[src/rtl/risc_pkg.sv]
// Shared definitions for the RISC fetch path: sequencer states, next-address
// select encodings and the reset vector.
package risc_pkg;

  localparam int unsigned PC_W_DEF = 10;
  localparam int unsigned FC_W     = 3;

  localparam logic [PC_W_DEF-1:0] RESET_VEC = 10'h000;

  typedef enum logic [1:0] {
    BOOT  = 2'd0,
    RUN   = 2'd1,
    FLUSH = 2'd2
  } state_e;

  typedef enum logic [1:0] {
    SEL_PC1  = 2'd0,
    SEL_BRA  = 2'd1,
    SEL_RAA  = 2'd2,
    SEL_BRA2 = 2'd3
  } sel_e;

endpackage

[src/rtl/next_addr_sel.sv]
// Branch-condition evaluation and 4:1 next-address mux for the fetch path.
module next_addr_sel
  import risc_pkg::*;
#(
  parameter int unsigned PC_W = 10
) (
  input  logic [1:0]      bs,
  input  logic            ps,
  input  logic            z,
  input  logic [PC_W-1:0] bra,
  input  logic [PC_W-1:0] raa,
  input  logic [PC_W-1:0] pc_1,
  output sel_e            sel_c,
  output logic [PC_W-1:0] target_c
);

  // BS_one forces the jump; BS_zero alone branches on Z with polarity PS.
  assign sel_c = sel_e'({bs[1], bs[0] & (bs[1] | (ps ^ z))});

  always_comb begin
    target_c = pc_1;
    case (sel_c)
      SEL_PC1:  target_c = pc_1;
      SEL_BRA:  target_c = bra;
      SEL_RAA:  target_c = raa;
      SEL_BRA2: target_c = bra;
      default:  target_c = pc_1;
    endcase
  end

endmodule

[src/rtl/pc_sequencer.sv]
// Program-counter controller: owns the PC, takes execute-stage redirects,
// squashes wrong-path slots afterwards and counts taken redirects.
module pc_sequencer
  import risc_pkg::*;
#(
  parameter int unsigned     PC_W         = 10,
  parameter logic [PC_W-1:0] RESET_VEC    = PC_W'(risc_pkg::RESET_VEC),
  parameter int unsigned     FLUSH_CYCLES = 2,
  parameter int unsigned     CNT_W        = 16
) (
  input  logic              CLK,
  input  logic              RST_N,
  input  logic [1:0]        BS,
  input  logic              PS,
  input  logic              Z,
  input  logic [PC_W-1:0]   BrA,
  input  logic [PC_W-1:0]   RAA,
  input  logic              br_valid,
  input  logic              stall,
  output logic [PC_W-1:0]   PC,
  output logic [PC_W-1:0]   PC_1,
  output logic              fetch_en,
  output logic              squash,
  output logic              redirect,
  output logic [CNT_W-1:0]  taken_cnt
);

  state_e            state_q, state_d;
  logic [PC_W-1:0]   pc_q, pc_d;
  logic [FC_W-1:0]   flush_q, flush_d;
  logic [CNT_W-1:0]  cnt_q, cnt_d;
  logic              redirect_q, redirect_d;

  sel_e              sel_c;
  logic [PC_W-1:0]   target_c;
  logic              taken_c;

  assign PC_1 = pc_q + PC_W'(1);

  next_addr_sel #(
    .PC_W (PC_W)
  ) u_next_addr_sel (
    .bs       (BS),
    .ps       (PS),
    .z        (Z),
    .bra      (BrA),
    .raa      (RAA),
    .pc_1     (PC_1),
    .sel_c    (sel_c),
    .target_c (target_c)
  );

  assign taken_c = br_valid && (sel_c != SEL_PC1) && (state_q == RUN);

  // Next-state, next-PC and state-decoded fetch controls.
  always_comb begin
    state_d    = state_q;
    pc_d       = pc_q;
    flush_d    = flush_q;
    cnt_d      = cnt_q;
    redirect_d = redirect_q;
    fetch_en   = 1'b0;
    squash     = 1'b0;

    case (state_q)
      BOOT:  ;
      RUN:   fetch_en = 1'b1;
      FLUSH: begin
        fetch_en = 1'b1;
        squash   = 1'b1;
      end
      default: ;
    endcase

    if (!stall) begin
      redirect_d = 1'b0;
      case (state_q)
        BOOT: state_d = RUN;
        RUN: begin
          if (taken_c) begin
            pc_d       = target_c;
            flush_d    = FC_W'(FLUSH_CYCLES);
            redirect_d = 1'b1;
            state_d    = FLUSH;
            if (cnt_q != {CNT_W{1'b1}}) cnt_d = cnt_q + CNT_W'(1);
          end else begin
            pc_d = PC_1;
          end
        end
        FLUSH: begin
          // br_valid here belongs to a wrong-path instruction.
          pc_d = PC_1;
          if (flush_q <= FC_W'(1)) begin
            flush_d = '0;
            state_d = RUN;
          end else begin
            flush_d = flush_q - FC_W'(1);
          end
        end
        default: state_d = BOOT;
      endcase
    end
  end

  always_ff @(posedge CLK or negedge RST_N) begin
    if (!RST_N) begin
      state_q    <= BOOT;
      pc_q       <= RESET_VEC;
      flush_q    <= '0;
      cnt_q      <= '0;
      redirect_q <= 1'b0;
    end else begin
      state_q    <= state_d;
      pc_q       <= pc_d;
      flush_q    <= flush_d;
      cnt_q      <= cnt_d;
      redirect_q <= redirect_d;
    end
  end

  assign PC        = pc_q;
  assign redirect  = redirect_q;
  assign taken_cnt = cnt_q;

endmodule

[config.mk]
export PLATFORM = sky130hd
export DESIGN_NAME = pc_sequencer
export DESIGN_NICKNAME = d
export VERILOG_FILES = /design/src/rtl/risc_pkg.sv /design/src/rtl/next_addr_sel.sv /design/src/rtl/pc_sequencer.sv
export SDC_FILE = /design/constraint.sdc
export NUM_CORES = 1
export LEC_CHECK = 0
export BUFFER_PORTS_ARGS = -buffer_cell sky130_fd_sc_hd__buf_4
export CAP_MARGIN = 20
export CELL_PAD_IN_SITES_DETAIL_PLACEMENT = 1
export CELL_PAD_IN_SITES_GLOBAL_PLACEMENT = 1
export CORE_MARGIN = 2
export CORE_UTILIZATION = 38
export DETAILED_ROUTE_END_ITERATION = 7
export PLACE_DENSITY_LB_ADDON = 0.05
export SYNTH_ARGS = -nofsm -noshare
export SYNTH_HDL_FRONTEND = slang
export SYNTH_SLANG_ARGS = --single-unit
[constraint.sdc]
create_clock -name CLK -period 2.3 [get_ports CLK]
set_clock_uncertainty 0.05 [all_clocks]
set_input_delay 0.115 -clock CLK [delete_from_list [all_inputs] [get_ports CLK]]
set_output_delay 0.115 -clock CLK [all_outputs]
set_load 0.1 [all_outputs]
== Word-level counts from Yosys, hierarchy flattened ==
Cells that the tools add are included.
Storage, ports and cells
  output and inout port bits: 39
  bits of input ports: 28
  register bits: 32
  logic and storage cells: 46
Operators by class
  $lt $le $gt $ge: 1
  equal/unequal tests: 8
  reductions and logical operators: 12
  mux-type cells: 13
  bitwise operators: 4
  add/sub/neg operators: 3
Operators with widths (number)
  $pmux 10 s3: 1
  $pmux 10 s2: 1
  $add 16x1->16 const B: 1
  $ne 16x16->1 const B: 1
  $add 10x1->10 const B: 1
  $mux 10: 1
  $eq 2x2->1 const B: 3
  $mux 3: 2
  $pmux 2 s3: 1
  $pmux 3 s2: 1
  $reduce_and 3->1: 2
  $eq 2x1->1 const B: 2
  $logic_not 2->1: 2
  $mux 1: 4
  $mux 2: 2
  $ne 2x2->1 const B: 2
  $reduce_and 4->1: 1
  $reduce_bool 2->1: 2
  $reduce_or 2->1: 2
  $le 3x1->1 const B: 1
  $sub 3x1->3 const B: 1
  $logic_and 1x1->1: 2
  $reduce_and 2->1: 1
  $and 1x1->1: 1
  other kinds (3): 3

== Depth between registers and ports, before layout ==
Gate-level depths: netlist of the first run.
  depth after elaboration: 8
  mapped depth: 7
  gate-level depth less buffers: 7

== Hierarchy ==
Synthesis of the first run repeated with hierarchy kept, for this count alone.
Second synthesis, totals
  cell total of the unflattened synthesis: 225
  area total of the unflattened synthesis: 2235.9 um2
Modules (own cells, without submodules)
  pc_sequencer: cells an instance 186, seq. area each 800.8 um2, instances 1, area each 1915.6 um2
  next_addr_sel: cells an instance 39, seq. area each 0.0 um2, instances 1, area each 320.3 um2

== Least setup slack after synthesis of the first run ==
Ideal clock, no wire load.
  kind: register to register
  from: register pc_q[0], in the netlist PC[0]
  to: register pc_q[4], in the netlist PC[4]
  slack: -1.269 ns
  arrival time: 3.423 ns
  setup time: 0.096 ns
  path buffers: 0
  period minus slack after synthesis: 3.569 ns
  stages on the path, launching flop included: 6
  data required time: 2.154 ns
  path through: dfrtp_1 > ha_1 > nand3_1 > xnor2_1 > nor2_1 > o31ai_1
On the way
  cells in the longest elaborated chain, start to end: 4
RTL lines
  start, declared: RTL line pc_sequencer.sv:29  | logic [PC_W-1:0] pc_q, pc_d;
  start signal, assigned: RTL line pc_sequencer.sv:114  | pc_q <= pc_d;
  $add 10x1->10 *: RTL line pc_sequencer.sv:38  | assign PC_1 = pc_q + PC_W'(1);
  named net PC_1[4]: RTL line pc_sequencer.sv:21  | output logic [PC_W-1:0] PC_1,
  $pmux 10 s3: RTL line next_addr_sel.sv:22  | case (sel_c)
  $mux 10: RTL line pc_sequencer.sv:80  | if (taken_c) begin
  $pmux 10 s2 *: RTL line pc_sequencer.sv:77  | case (state_q)
The timed path passes the listed nets; every way through them passes the cells marked *.
A chain may end at the register's enable or synchronous reset.

== Worst setup path in the final report of the first run ==
  from: register pc_q[0], in the netlist PC[0]
  to: output PC_1[6]
On the way
  cells in the longest elaborated chain, start to end: 1
RTL lines (RTL line)
  $add 10x1->10: pc_sequencer.sv:38
  end, declared: pc_sequencer.sv:21
Every way passes these cells.

==> summary.md, run 1 <==
| Metric | Value |
|---|---|
| Die area | ~0.006 mm² |
| Antenna violations before repair | 0 |
| Post-CTS sizing | 0 |
| Critical-path cell list | ha_1 > nand2_1 > or3_1 > nand2_1 > buf_4 |
| Crit Path Category | flip-flop to output pin |
| Slowest stage delay, CP | ~0.45 ns |
| Post-Place Cells | 356 |
| Number of cell rows | 27 |
| Clk Tree Root Cell | clkbuf_8 |
| Clock buffer depth | 2 |
| HPWL after DPL | 4520 µm |
| Top Ports | 67 |
| TritonCTS clock tree | done |
| Die W | 78.6 µm |
| DRC Markers | 0 |
| RePlAce Congestion | 0.796 |
| Setup Fix Bufs, Post-CTS | 0 |
| Clk_lat worst skew | 0.29 ns |
| Initial Utilization | 38.9% |
| H-tree levels | 2 |
| DRT Pass-1 Iters | 4 |
| Global route overflow | 0 |
| Largest net degree at the start of global routing | 33 |
| Fin crit period | 2.13 ns |
| Worst EP arrival | a little under 2 ns |
| Syn_area_per_cell | 9.53 µm² |
| Post-layout util | 53.4% |
| Max_slew headroom | 68.8% |
| Fin. max-slew vios | 0 |
| Sequential fraction of the synthesis area | 37.8% |
| Fraction of layout cells with a size suffix above 1 | 41.0% |
| Port Buffers | 66 |
| Crit path launch type | flip-flop |
| RSZ-0062 raised after global routing | no |
| Fin crit share | 92.5% |
| Crit-path slowest cell | dfrtp_4 |
| FF/Latch Area | 825 µm² |
| Pre-CTS setup slack | 0.357 ns |
| FILL cells | 623 |
| Fin nets | 327 |
| Final setup violation count | 0 |
| Peak fanout along the critical path | 6 |
| CP required | 2.13 ns |
| CTS Buf Count | 5 |
| Core ar. | between 0.005 and 0.006 mm² |
| Wire length per cell | 16.3 µm |
| Antenna Nets Post-Route | 0 |
| Via count | 1,963 |
| Yosys cell types | 46 |
| Post-Synthesis Net Count | 257 |
| Final WS setup | roughly 0.17 ns |
| Area of the multi-input gates | 0.00130 mm² |
| Syn. warnings | 0 |
| Hold buffers post-CTS | 1 |
| Fin Setup TNS | 0 ns |
| Syn Std Cell Area | 0.00212 mm² |
| Flops & latches, synth | 32 |
| # diodes | 0 |
| Post-synthesis cell count | 222 |
| Min-Delay Path Class | primary input to flip-flop |
| Final wirelength | 5950 µm |
| Die Ht | 78.6 µm |
| Worst-Margin Slew | 0.463 ns |
| CP dominant cell by count | nand2_1 |
| Vias in the first global route | 2,008 |
| First-pass GRT wire length | 9830 µm |
| Initial DRC Count | 80 |
| Post-route insts no fill | between 300 and 400 |
| Final hold vios | 0 |
| Max frequency | 0.470 GHz |
| Clock Pin Slew Worst Setup and Hold Paths | 0.07 ns |
| Status | completed |
| Clock sinks | 32 |
| Vias/cell | ~5.4 |
| Setup crit end kind | output pin |
| All-Layer GR Usage | 20.4% |
| Area growth syn-to-layout | 37.3% |
| Max-Cap Viols | 0 |
-- routing by layer --
layer | vias up | track usage [%] | share of wire, %
met5 | - | 0 | 0
met4 | 0 | 5.61 | 1.2
met3 | 8 | 5.52 | 4.9
met2 | 42 | 36.5 | 52
met1 | 969 | 23.9 | 42
li1 | 944 | - | -
-- Yosys cell counts (all sizes together) --
cell / count / area [µm²]
or3: 4 / 25.0
a32o: 1 / 11.3
and4b: 1 / 10.0
a41oi: 1 / 8.76
o21ai: 11 / 55.1
a31oi: 2 / 12.5
nor2b: 3 / 18.8
a22oi: 6 / 45.0
ha: 7 / 87.6
o31ai: 3 / 22.5
a22o: 5 / 43.8
a21boi: 1 / 18.8
a21oi: 3 / 18.8
nand3: 10 / 50.1
dfrtp: 32 / 801
and2: 2 / 12.5
nor4: 3 / 40.0
xor2: 11 / 96.3
mux2i: 6 / 60.1
o22ai: 1 / 6.26
nand2b: 1 / 6.26
inv: 12 / 45.0
and3: 6 / 37.5
clkbuf: 4 / 16.3
nor2: 15 / 56.3
o21ba: 1 / 10.0
o311ai: 1 / 16.3
and4: 1 / 8.76
nand2: 23 / 86.3
o22a: 1 / 8.76
mux2: 13 / 146
a211o: 1 / 8.76
o32ai: 2 / 17.5
buf: 4 / 26.3
xnor2: 7 / 61.3
a221oi: 3 / 26.3
a21o: 2 / 15.0
nor3: 7 / 46.3
nand4: 4 / 25.0
a211oi: 1 / 7.51
-- logic make-up (layout without fill, tap and decap cells) --
kind of cell	after synthesis	count (layout)	share of synthesized area, %
buf+inv	20	91	4.14
mux	19	19	9.76
compound gates	46	46	16.7
flops	32	32	37.8
simple gates	80	80	20.0
xor+xnor	18	18	7.45
fa+ha+maj	7	7	4.14
-- registers in the layout (all words and copies together) (netlist names) --
register,count
taken_cnt,16
PC,10
flush_q,3
state_q,2
redirect,1
-- placed cells by master, fill, tap and decap left out, drive strengths merged, types with 3 or more instances in the layout --
cell type	Yosys	final
buf	4	70
nand2	23	23
dfrtp	32	32
and3	6	6
a21oi	3	3
a22o	5	5
ha	7	7
nor2	15	15
o31ai	3	3
inv	12	12
clkbuf	4	6
nand4	4	4
xor2	11	11
mux2i	6	6
xnor2	7	7
nor2b	3	3
mux2	13	13
a22oi	6	6
o21ai	11	11
a221oi	3	3
nand3	10	10
nor3	7	7
nor4	3	3
or3	4	4
-- path summary, 6_finish.rpt --
check	from	cells past startpoint	endpoint	slack [ns]
min	stall	2	redirect	0.04
max reg2reg	state_q[1]	6	taken_cnt[1]	0.36
min in group asynchronous	RST_N	2	flush_q[2]	0.25
min reg2reg	taken_cnt[4]	1	taken_cnt[4]	0.45
max in group asynchronous	RST_N	2	PC[0]	1.59
max	PC[0]	5	PC_1[6]	0.17
-- worst max-delay path, delay by kind of cell, from the launching register on --
family	cells	cell delay (ns)
DFF	1	0.45
adders and majority gates	1	0.32
buffers and inverters	1	0.28
and+or+nand+nor	3	0.62
-- stage by stage --
stage	hold WS, ns	area (µm²)
after global placement	0.0461	2790
after floorplan	-0.231	2220
after CTS	0.0245	2910
after global routing	0.0372	2910
final	0.0400	2910
after detailed placement	0.0382	2790
-- layout make-up --
type                    count  area share, %
multi-input cells         170           44.8
clock inverters             2           1.21
well taps                  72           3.10
flip-flops and latches     32           28.4
clock buffers               6           2.50
inverters                  12           1.55
repair buffers             71           18.4
Power of run 1 is left out: the tool's default activity adds up to more than one toggle a clock period on the data nets, which glitch-free logic cannot reach.
==> run 2, diff against run 1 <==
--- a/config.mk
+++ b/config.mk
@@ -5,12 +5,13 @@
 export SDC_FILE = /design/constraint.sdc
 export NUM_CORES = 1
 export LEC_CHECK = 0
+export ABC_AREA = 1
 export BUFFER_PORTS_ARGS = -buffer_cell sky130_fd_sc_hd__buf_4
 export CAP_MARGIN = 20
 export CELL_PAD_IN_SITES_DETAIL_PLACEMENT = 1
 export CELL_PAD_IN_SITES_GLOBAL_PLACEMENT = 1
 export CORE_MARGIN = 2
-export CORE_UTILIZATION = 38
+export CORE_UTILIZATION = 36
 export DETAILED_ROUTE_END_ITERATION = 7
 export PLACE_DENSITY_LB_ADDON = 0.05
 export SYNTH_ARGS = -nofsm -noshare
==> summary.md, run 2 <==
| Metric | Value |
|---|---|
| H-tree levels | 2 (unchanged) |
| Peak fanout along the critical path | 6 (unchanged) |
| Antenna violations before repair | 0 (unchanged) |
| Min-Delay Path Class | primary input to flip-flop |
| Post-Synthesis Net Count | 363 (+41%) |
| Global route overflow | 0 (unchanged) |
| Top Ports | 67 (unchanged) |
| Die W | 83.6 µm (+6.3%) |
| Critical-path cell list | ha_1 > nand3_1 > nor2_2 > nand4_1 > nand2_2 > buf_4 |
| Hold_sp | stall |
| Die area | 0.00698 mm² (+13%) |
| Final setup violation count | 0 (unchanged) |
| Crit path launch type | flip-flop |
| Fin crit period | 2.05 ns (-0.0810 ns) |
| Area growth syn-to-layout | 31.4% |
| GR peak layer | met2 |
| Reg2reg start | taken_cnt[0] |
| Clk Tree Root Cell | clkbuf_8 |
| Clock buffer depth | 2 (unchanged) |
| Max-Cap Viols | 0 (unchanged) |
| Synth top area cells | dfrtp_1 35%, nand2_1 20%, inv_1 7.2% |
| Fin Setup TNS | 0 ns (unchanged) |
| Die Ht | 83.6 µm (+6.3%) |
| Post-synth EDFFs | 0 (unchanged) |
| Cell with the most instances after synthesis | nand2_1 |
| DRT Pass-1 Iters | 4 (unchanged) |
| Grt met3 use | 4.06% (-1.5 points) |
| Port Buffers | 66 (unchanged) |
| Most frequent cells in the layout | 117 x nand2_1, 67 x buf_4, 44 x inv_1, 33 x nand3_1, 22 x dfrtp_1 |
| Fraction of layout cells with a size suffix above 1 | 29.6% (-11 points) |
| Top_reg_cell synth | dfrtp_1 |
| Flops & latches, synth | 32 (unchanged) |
| Yosys cell types | 27 (-41%) |
| Post-synthesis cell count | 328 (+48%) |
| First-pass GRT wire length | 10,900 µm (+11%) |
| RePlAce Congestion | 0.849 (+6.6%) |
| Worst-Margin Slew | 0.749 ns (+0.286 ns) |
| Largest net degree at the start of global routing | 33 (unchanged) |
| Top cells by count, synth | 120 x nand2_1, 44 x inv_1, 33 x nand3_1, 32 x dfrtp_1, 17 x xor2_1 |
| Status | completed |
| Syn_area_per_cell | 6.95 µm² (-27%) |
| Syn Std Cell Area | 0.00228 mm² (+7.7%) |
| Final wirelength | 6230 µm (+4.7%) |
| Setup crit end kind | output pin |
| Hold endpoint | redirect |
| Fin nets | 433 (+32%) |
| Clk_lat worst skew | 0.28 ns (about the same) |
| Sequential fraction of the synthesis area | 35.1% (-2.7 points) |
| Most common cell after layout, fill and taps aside | nand2_1 |
| Wire length per cell | 13.1 µm (-19%) |
| Max_slew headroom | 50.0% (-19 points) |
| Post-layout util | 49.7% (-3.7 points) |
| Post-synthesis cell type with the largest combined area | dfrtp_1 |
| Initial Utilization | 37.8% (-1.1 points) |
| HPWL after DPL | 4840 µm (+7.1%) |
| Core ar. | 0.00603 mm² (+11%) |
| FILL cells | 806 (+29%) |
| # diodes | 0 (unchanged) |
| CP required | 2.13 ns (about the same) |
| Fin crit share | 89.0% (-3.5 points) |
| Crit-path leading delay family | simple AND/OR/NAND/NOR gates |
| Post-synth top area share | 35.1% (-2.7 points) |
| Vias in the first global route | 2,335 (+16%) |
| Vias/cell | 4.77 (-11%) |
| Crit Path Category | flip-flop to output pin |
| Clock sinks | 32 (unchanged) |
| Via count | 2,260 (+15%) |
| All-Layer GR Usage | 18.7% (-1.7 points) |
| DRC Markers | 0 (unchanged) |
| Met2 Track Usage GR | 32.0% (-4.5 points) |
| Slowest stage delay, CP | 0.45 ns (about the same) |
| TritonCTS clock tree | done |
| R2R setup slack | 0.28 ns (-0.08 ns) |
| Met1 Track Usage GR | 24.7% (+0.75 points) |
| Syn. warnings | 0 (unchanged) |
| Number of cell rows | 28 (+3.7%) |
| Antenna Nets Post-Route | 0 (unchanged) |
| Hold Crit Depth | 3 (+1) |
| Fin. max-slew vios | 0 (unchanged) |
| RR Endpoint | taken_cnt[2] |
| Worst EP arrival | 1.88 ns (-0.08 ns) |
| CTS Buf Count | 5 (unchanged) |
| Max frequency | 0.488 GHz (+4.0%) |
| Cell depth of the worst flop-to-flop path | 8 (+2) |
| Crit-path slowest cell | dfrtp_4 |
| Clock Pin Slew Worst Setup and Hold Paths | 0.07 ns (about the same) |
| RSZ-0062 raised after global routing | no |
| Initial DRC Count | 69 (-14%) |
| Asr flop ratio synth | 100% (unchanged) |
| Worst path bufs/invs | 1 (unchanged) |
| Final hold vios | 0 (unchanged) |
| Largest register FFs | 16 (unchanged) |
[run 2: cell count changes after synthesis, sizes merged, moves of 12 or more]
cell,before,now
mux2,13,0
inv,12,50
nand2,23,120
nand3,10,34
o21ai,11,23
[run 2: worst min-delay path, delay by kind of cell]
| kind | cells | cell delay (ns) |
|---|---|---|
| and+or+nand+nor | 2 | 0.10 |
| buffers and inverters | 1 | 0.09 |
[run 2: final cells by class]
type	instances	area (µm²)	share of cell area, %
multi-input cells	237	1270	42.5
flip-flops and latches	32	818	27.3
repair buffers	68	513	17.1
inverters	54	203	6.77
well taps	75	93.8	3.13
clock buffers	6	82.6	2.76
clock inverters	2	10.0	0.334
[run 2: cells by family (layout without fill, tap and decap cells)]
family          Yosys count  count (layout)  share of synthesized area (%)
compound gates           25              25                           7.74
xor+xnor                 18              18                           6.92
buf+inv                  59             130                           10.4
simple gates            187             187                           36.0
fa+ha+maj                 7               7                           3.84
flops                    32              32                           35.1
[run 2: routing by layer]
layer  wire length [µm]  up-vias
met5                  0        -
met3                243        5
met1               3020     1068
met4                 29        0
met2               2940       32
li1                   -     1155
[run 2: worst max path at each step]
stage            startpoint  cells after the start           end
6_report              PC[0]                      6       PC_1[8]
5_1_grt               PC[0]                      6       PC_1[8]
4_1_cts               PC[0]                      6       PC_1[8]
3_5_place_dp   taken_cnt[0]                      8  taken_cnt[2]
3_3_place_gp   taken_cnt[0]                      8  taken_cnt[2]
2_1_floorplan         PC[0]                      7         PC[4]
[run 2: stage by stage]
stage	hold WS, ns	std cells	setup slack, ns	instance area [µm²]
2_1_floorplan	-0.231	328	-0.100	2330
3_3_place_gp	0.0393	465	0.352	2890
3_5_place_dp	0.0415	465	0.284	2890
4_1_cts	0.00233	474	0.142	2990
5_1_grt	0.0162	474	0.120	2990
6_report	0.00680	474	0.252	2990
[run 2: repair_timing]
action / in CTS / in global routing
hold buffers: 1 / 0
setup endpoints to repair: 0 / 1
gates resized for setup: 0 / 1
buffers inserted: 0 / 0
hold endpoints to repair: 32 / 0
Power of run 2 is left out for the same reason.
==> run 3, diff against run 2 <==
--- a/config.mk
+++ b/config.mk
@@ -5,15 +5,16 @@
 export SDC_FILE = /design/constraint.sdc
 export NUM_CORES = 1
 export LEC_CHECK = 0
-export ABC_AREA = 1
 export BUFFER_PORTS_ARGS = -buffer_cell sky130_fd_sc_hd__buf_4
 export CAP_MARGIN = 20
 export CELL_PAD_IN_SITES_DETAIL_PLACEMENT = 1
 export CELL_PAD_IN_SITES_GLOBAL_PLACEMENT = 1
+export CORE_ASPECT_RATIO = 1.5
 export CORE_MARGIN = 2
-export CORE_UTILIZATION = 36
+export CORE_UTILIZATION = 38
 export DETAILED_ROUTE_END_ITERATION = 7
 export PLACE_DENSITY_LB_ADDON = 0.05
+export SKIP_CTS_REPAIR_TIMING = 1
 export SYNTH_ARGS = -nofsm -noshare
 export SYNTH_HDL_FRONTEND = slang
 export SYNTH_SLANG_ARGS = --single-unit
==> summary.md, run 3 (synthesized netlist as in run 1, its figures left out) <==
| Metric | Value |
|---|---|
| Status | completed |
| Critical-path cell list | ha_1 > nand2_1 > or3_1 > nand2_1 > buf_4 |
| Crit path launch type | flip-flop |
| Met2 wire length | 3310 µm (+12%) |
| Global route overflow | 0 (unchanged) |
| All-Layer GR Usage | 20.2% (+1.5 points) |
| Die Ht | 95.4 µm (+14%) |
| WL met3 | 237 µm (-2.5%) |
| Wire length per cell | 16.3 µm (+24%) |
| Area growth syn-to-layout | 37.1% |
| Core ar. | 0.00541 mm² (-10%) |
| Max layer used | met4 |
| Initial DRC Count | 65 (-5.8%) |
| Worst EP arrival | 1.92 ns (+0.04 ns) |
| Min-Delay Path Class | primary input to flip-flop |
| Most frequent cells in the layout | 69 x buf_4, 21 x nand2_1, 19 x dfrtp_1, 14 x nor2_1, 13 x mux2_2 |
| Fin crit share | 90.8% (+1.7 points) |
| Fin. max-slew vios | 0 (unchanged) |
| DRT Pass-1 Iters | 4 (unchanged) |
| Fin nets | 327 (-24%) |
| Fraction of layout cells with a size suffix above 1 | 41.3% (+12 points) |
| Slowest stage delay, CP | 0.45 ns (about the same) |
| Largest register FFs | 16 (unchanged) |
| Crit Path Category | flip-flop to output pin |
| # diodes | 0 (unchanged) |
| Worst-Margin Slew | 0.479 ns (-0.269 ns) |
| Max-Cap Viols | 0 (unchanged) |
| Clk Tree Root Cell | clkbuf_8 |
| Clock buffer depth | 2 (unchanged) |
| RSZ-0062 raised after global routing | no |
| H-tree levels | 2 (unchanged) |
| First-pass GRT wire length | 9480 µm (-13%) |
| Die W | 64.9 µm (-22%) |
| Final hold vios | 0 (unchanged) |
| Max frequency | 0.479 GHz (-1.9%) |
| TritonCTS clock tree | done |
| Crit-path leading delay family | simple AND/OR/NAND/NOR gates |
| Final wirelength | 5910 µm (-5.2%) |
| CP required | 2.13 ns (about the same) |
| HPWL after DPL | 4640 µm (-4.2%) |
| Clock sinks | 32 (unchanged) |
| Top Ports | 67 (unchanged) |
| Initial Utilization | 39.1% (+1.3 points) |
| Peak fanout along the critical path | 6 (unchanged) |
| Clk_lat worst skew | 0.29 ns (about the same) |
| DRC Markers | 0 (unchanged) |
| CTS Buf Count | 5 (unchanged) |
| R2R setup slack | 0.38 ns (+0.10 ns) |
| Port Buffers | 66 (unchanged) |
| Final setup violation count | 0 (unchanged) |
| Most common cell after layout, fill and taps aside | buf_4 |
| Max_slew headroom | 68.0% (+18 points) |
| Wl on met1 | 2290 µm (-24%) |
| Largest net degree at the start of global routing | 33 (unchanged) |
| CP dominant cell by count | nand2_1 |
| Clock Pin Slew Worst Setup and Hold Paths | 0.07 ns (about the same) |
| Vias/cell | 5.38 (+13%) |
| Post-layout util | 53.6% (+3.9 points) |
| Setup crit end kind | output pin |
| Worst path bufs/invs | 1 (unchanged) |
| Number of cell rows | 33 (+18%) |
| Vias in the first global route | 1,940 (-17%) |
| Antenna Nets Post-Route | 0 (unchanged) |
| Via count | 1,953 (-14%) |
| Die area | 0.00619 mm² (-11%) |
| Fin crit period | 2.09 ns (+0.0402 ns) |
| Fin Setup TNS | 0 ns (unchanged) |
| Crit-path slowest cell | dfrtp_4 |
| RePlAce Congestion | 0.773 (-9.0%) |
| Antenna violations before repair | 0 (unchanged) |
==> run 3: changes by cell type in the layout (fill, tap and decap cells not counted), moves of 5 or more <==
cell / change
a22o_1: +5
a22oi_1: +6
and3_1: +6
inv_1: -32
inv_2: -6
mux2_2: +13
mux2i_1: +6
nand2_1: -96
nand3_1: -23
o21ai_0: +5
o21ai_1: -5
o21ai_2: -12
xor2_1: -5
==> run 3: stage by stage <==
stage | instance area, µm² | setup WS, ns | std cells | hold slack [ns]
4_1_cts | 2890 | 0.205 | 362 | -0.275
6_report | 2900 | 0.212 | 363 | 0.0429
3_5_place_dp | 2800 | 0.384 | 354 | 0.0368
3_3_place_gp | 2800 | 0.442 | 354 | 0.0410
5_1_grt | 2900 | 0.118 | 363 | 0.0549
2_1_floorplan | 2220 | 0.00891 | 222 | -0.231
==> run 3: routing by layer <==
layer	vias up	GRT usage (%)
met5	-	0
met3	6	3.54
met1	956	22.5
met4	0	6.03
li1	943	-
met2	48	38.7
==> run 3: area by class of cell <==
type / count / area (µm²)
tap: 70 / 87.6
inverter: 12 / 45.0
clock buffer: 6 / 82.6
multi-input combinational: 170 / 1300
timing repair buffer: 71 / 548
clock inverter: 2 / 10.0
fill: 637 / 2510
sequential: 32 / 825
==> run 3: worst paths after layout <==
check / startpoint / endpoint / depth (start not counted)
max in group asynchronous: RST_N / PC[3] / 2
min in group asynchronous: RST_N / PC[9] / 2
worst max register to register: state_q[1] / taken_cnt[1] / 6
worst min-delay path: stall / redirect / 2
worst max-delay path: PC[0] / PC_1[6] / 5
worst min register to register: taken_cnt[5] / taken_cnt[5] / 1
Power of run 3 is left out for the same reason.
